--- config.mk ---
export PLATFORM = sky130hd
export DESIGN_NAME = shift_register_nx
export DESIGN_NICKNAME = d
export VERILOG_FILES = /design/src/rtl/shift_register_nx.sv
export SDC_FILE = /design/constraint.sdc
export NUM_CORES = 1
export LEC_CHECK = 0
export ABC_AREA = 1
export BUFFER_PORTS_ARGS = -buffer_cell sky130_fd_sc_hd__buf_2
export CAP_MARGIN = 20
export CORE_MARGIN = 2
export CORE_UTILIZATION = 35
export CTS_BUF_LIST = sky130_fd_sc_hd__clkbuf_2 sky130_fd_sc_hd__clkbuf_4 sky130_fd_sc_hd__clkbuf_8
export DETAILED_ROUTE_END_ITERATION = 12
export PLACE_DENSITY = 0.57
export SYNTH_ARGS = -nofsm -noshare
export SYNTH_HDL_FRONTEND = slang
export SYNTH_SLANG_ARGS = --single-unit
--- constraint.sdc ---
create_clock -name clk -period 2.44 [get_ports clk]
set_input_delay 0.61 -clock clk [delete_from_list [all_inputs] [get_ports clk]]
set_output_delay 0.61 -clock clk [all_outputs]
set_load 0.1 [all_outputs]
--- src/rtl/shift_register_nx.sv ---
// shift_register_nx: parametrised universal shift register.
// Supports hold, logical shift, parallel load, rotate and arithmetic shift,
// each moving STEP bits per command. A self-timed serialise mode streams a
// loaded word out of the LSB chunk, STEP bits per cycle, and reports
// busy/done status.
module shift_register_nx #(
  parameter int N    = 8,
  parameter int STEP = 1
) (
  input  logic            clk,
  input  logic            reset_n,
  input  logic            en,
  input  logic [2:0]      op,
  input  logic [STEP-1:0] sin,
  input  logic [N-1:0]    data,
  output logic [N-1:0]    q_reg,
  output logic [STEP-1:0] sout,
  output logic            busy,
  output logic            done
);

  localparam int BEATS = N / STEP;
  localparam int CW    = $clog2(BEATS + 1);

  localparam logic [CW-1:0] LP_BEATS = CW'(BEATS);
  localparam logic [CW-1:0] LP_ONE   = CW'(1);

  typedef enum logic [2:0] {
    OP_HOLD = 3'd0,
    OP_SHR  = 3'd1,
    OP_SHL  = 3'd2,
    OP_LOAD = 3'd3,
    OP_ROR  = 3'd4,
    OP_ROL  = 3'd5,
    OP_ASR  = 3'd6,
    OP_SER  = 3'd7
  } op_e;

  logic [N-1:0]  r_q;
  logic [N-1:0]  w_q_next;
  logic [N-1:0]  w_shr;
  logic [CW-1:0] r_cnt;
  logic [CW-1:0] w_cnt_next;
  logic          r_done;
  logic          w_done_next;
  logic          w_busy;

  // A run is in progress exactly while beats remain to be sent.
  assign w_busy = (r_cnt != '0);

  // Shift right with serial fill; shared by op 1 and every serialise beat.
  assign w_shr = {sin, r_q[N-1:STEP]};

  // Next-state selection: an active run owns the register, otherwise the
  // accepted command decides.
  always_comb begin
    // NOTE: every signal gets a default first so no path leaves it unassigned,
    // which would otherwise infer a latch.
    w_q_next    = r_q;
    w_cnt_next  = r_cnt;
    w_done_next = 1'b0;
    if (w_busy) begin
      w_q_next    = w_shr;
      w_cnt_next  = r_cnt - LP_ONE;
      w_done_next = (r_cnt == LP_ONE);
    end else if (en) begin
      case (op_e'(op))
        OP_HOLD: w_q_next = r_q;
        OP_SHR:  w_q_next = w_shr;
        OP_SHL:  w_q_next = {r_q[N-STEP-1:0], sin};
        OP_LOAD: w_q_next = data;
        OP_ROR:  w_q_next = {r_q[STEP-1:0], r_q[N-1:STEP]};
        OP_ROL:  w_q_next = {r_q[N-STEP-1:0], r_q[N-1:N-STEP]};
        OP_ASR:  w_q_next = {{STEP{r_q[N-1]}}, r_q[N-1:STEP]};
        OP_SER: begin
          w_q_next   = data;
          w_cnt_next = LP_BEATS;
        end
        default: w_q_next = r_q;
      endcase
    end
  end

  // State register with asynchronous clear that also aborts any run.
  always_ff @(posedge clk or negedge reset_n) begin
    if (!reset_n) begin
      // NOTE: sequential state uses non-blocking assignments so every flop
      // samples the pre-edge values of the others.
      r_q    <= '0;
      r_cnt  <= '0;
      r_done <= 1'b0;
    end else begin
      r_q    <= w_q_next;
      r_cnt  <= w_cnt_next;
      r_done <= w_done_next;
    end
  end

  assign q_reg = r_q;
  assign sout  = r_q[STEP-1:0];
  assign busy  = w_busy;
  assign done  = r_done;

endmodule

## Yosys cells after proc, flatten, opt, wreduce, memory -nomap -nowiden

Cells that the tools add are included.
Widths: inputs -> output; s select.

- Bits in registers: 13
- Output and inout bits: 11

- Eq/ne operators: 10
- Muxes and demuxes: 7
- Add/subtract/negate cells: 1
- Reduce and logical (&&, ||, !) cells: 8

Operators with widths:

| kind | count |
|---|---|
| $pmux 8 s6 | 1 |
| $mux 8 | 2 |
| $eq 3x3->1 const B | 4 |
| $mux 4 | 3 |
| $eq 3x2->1 const B | 2 |
| $eq 4x1->1 const B | 1 |
| $ne 2x2->1 const B | 2 |
| $reduce_and 2->1 | 2 |
| $reduce_bool 2->1 | 2 |
| $reduce_bool 4->1 | 1 |
| $sub 4x1->4 const B | 1 |
| $eq 3x1->1 const B | 1 |
| $logic_not 3->1 | 1 |
| $reduce_and 3->1 | 1 |
| $reduce_or 2->1 | 1 |
| $mux 1 | 1 |

## Logic depth before layout (Yosys ltp)

- Depth in word-level cells: 5
- Gate-level depth with buffers: 10
- Depth with buffers taken out: 9

## Worst setup path after synthesis

No wires, ideal clock.

- Path kind: reg-to-output
- Start: register r_q[0], in the netlist q_reg[0]
- End: output q_reg[0]
- Arrival: 1372 ps
- Path slack: 458 ps
- Cell stages (with the launch flop): 2
- Cells stage by stage: dfrtp_1 buf_4

RTL lines:

| item | RTL line | text |
|---|---|---|
| start: declaration | 39 | `logic [N-1:0] r_q;` |
| start signal: assignment | 93 | `r_q <= w_q_next;` |
| end: declaration | 16 | `output logic [N-1:0] q_reg,` |

No word-level cell between the ends.

## Worst setup path in the final report

- Start: register r_cnt[0]
- End: output busy

- Cells in the longest elaborated chain, start to end: 1

Ends and longest elaborated chain:

| item | RTL line | text |
|---|---|---|
| start: declaration | 42 | `logic [CW-1:0] r_cnt;` |
| start signal: assignment | 94 | `r_cnt <= w_cnt_next;` |
| $reduce_bool 4->1 | 49 | `assign w_busy = (r_cnt != '0);` |
| end: declaration | 18 | `output logic busy,` |

Every way passes these cells.

==> results.txt <==
DIE HEIGHT = 53.4 um
Largest stage delay, worst path = 0.44 ns
Slew Limit Fails = 0
Max clock buf depth = 2
Row cnt = 17
Remaining DRCs = 0
Overflow after GRT = 0
Antenna violations before repair = 0
Syn nets = 139
Synth Cell Area = 855 um2
Syn avg cell area = 6.89 um2
Clk root buf = clkbuf_4
Arrival time worst endpoint = 1.33 ns
Synth Register Bits = 13
Commonest cells after routing, fill and taps aside = 74 x nand2_1, 25 x buf_2, 13 x dfrtp_1
Worst-path fanout max = 5
H-Tree Depth = 1
DRT iter0 DRCs = 9
First-pass GRT wire length = 3190 um
Worst-margin pin slew = 0.491 ns
Critical Path Sink Type = output pin
Post_cts resized = 0
Fmax = 514 MHz
Die width = 53.4 um
Syn Inst Count = 124
Initial Util = 37.9%
Fin crit share = 79.7%
Post-Route Setup TNS = 0 ns
Crit path capture = busy
Overall Global Routing Usage = 15.5%
DPL Wire Length = 1470 um
Total iterations of the first detailed-routing run = 4
WL final = 1990 um
Worst hold path class = input port to async pin
Die ar. = 2850 um2
DP Cell Count = 175
Worst-path cell chain = nor2_4 -> nand2_4 -> buf_2
Slew Limit Headroom = 67.5%
Vias in the first global route = 723
Crit path time final = 1.94 ns
Fin. Hold Viols = 0
Unique cell type count in the Yosys netlist = 20
Core ar. = 2250 um2
Setup Fix Bufs, Post-CTS = 0
Max-cap violations = 0
Sequential fraction of the synthesis area = 38.1%
Setup crit start = r_cnt[0]
FF-to-FF Start = r_cnt[0]
Clock transition at path regs = 0.10 ns
Final setup vio count = 0
Clock Latency Late Sink = 0.28 ns
CTS hold repair buffers = 0
Global placement routability congestion = 0.783
Layout cells sized above 1 = 30.5%
TritonCTS clock tree = built
RSZ-0062 raised after global routing = no
Commonest non-fill, non-tap cell in the layout = nand2_1
Layout Cells excl Fill = 179
Number of nets with antenna violations after routing = 0
Max FFs per register = 8
Worst Skew = 0.0111 ns
Yosys Warn Count = 0
Pin count of the biggest net entering global routing = 14
Via count = 857
Reg2Reg Depth = 8
Ant diodes = 0
I/O pins = 26
Clock Sinks = 13
Fin nets = 167
RR Endpoint = q_reg[5]
TritonCTS buffer count = 3
Status = finished clean
IO Port Bufs = 25
Worst path slowest cell = buf_2
Startpoint types = flop
Synth-to-Final Area Change = 19.8%
Critical Path RT = 1.83 ns
WL/cell = 11.1 um
Critical path type = flop to output pin
Via density per instance = 4.79
R2R setup slack = 1.15 ns
## cells in the mapped netlist
cell / instances / area share [%]
clkinv_1: 1 / 0.44
inv_1: 3 / 1.3
nand4_1: 3 / 2.2
nand2_2: 3 / 2.2
nor2_1: 3 / 1.3
dfrtp_1: 13 / 38
o21ai_0: 2 / 1.2
o21ai_1: 1 / 0.59
inv_2: 3 / 1.3
buf_6: 1 / 1.3
nor2_8: 1 / 2.3
or2_2: 1 / 0.73
nor2_2: 2 / 1.5
nand2_1: 74 / 33
o21ai_2: 1 / 1.0
nand2_4: 3 / 4.0
o21bai_1: 1 / 0.88
nor2_4: 3 / 4.0
buf_4: 1 / 0.88
nand3_1: 4 / 2.3
## cell type report
cell class | count | area, um2
clock buffer | 3 | 22.5
sequential | 13 | 325
clock inverter | 1 | 5.00
timing repair buffer | 25 | 125
multi-input combinational | 102 | 484
tap | 28 | 35.0
inverter | 7 | 26.3
fill | 270 | 1230
## critical path, delay by kind of cell, from the launching register on
kind | cells | cell delay [ns]
AND/OR/NAND/NOR | 2 | 0.18
buffers and inverters | 1 | 0.44
flip-flops | 1 | 0.43
## per-layer routing
metal	vias up	share of wire, %	global-route usage, %
li1	437	-	-
met3	2	3.9	2.54
met2	19	48	23.0
met1	399	48	21.8
met5	-	0	0
met4	0	0.70	6.41
## metrics by stage
step           hold WS (ns)  instance area (um2)  utilization, %  setup slack, ns
2_1_floorplan         0.314                  855               -            0.458
3_3_place_gp          0.495                  996            44.2            0.815
3_5_place_dp          0.499                  996            44.2            0.809
4_1_cts               0.210                 1020            45.4            0.484
5_1_grt               0.206                 1020            45.4            0.410
6_report              0.200                 1020            45.4            0.496
## cell families (layout without fill, tap and decap cells)
logic type	Yosys count	in the layout	share of synthesized area, %
simple gates	97	97	53.0
flops	13	13	38.1
buf+inv	9	36	5.27
compound gates	5	5	3.66
## worst min path at each step
stage | start | end | slack, ns | depth (start not counted)
final | reset_n | r_cnt[2] | 0.20 | 1
after floorplan | reset_n | done | 0.31 | 0
after detailed placement | r_cnt[1] | done | 0.50 | 1
after global routing | reset_n | r_cnt[1] | 0.21 | 1
after CTS | reset_n | r_cnt[2] | 0.21 | 1
after global placement | r_cnt[1] | done | 0.50 | 1
Power is not shown: default switching activity piles up to over one toggle a cycle in this logic, so the estimate is an artifact.
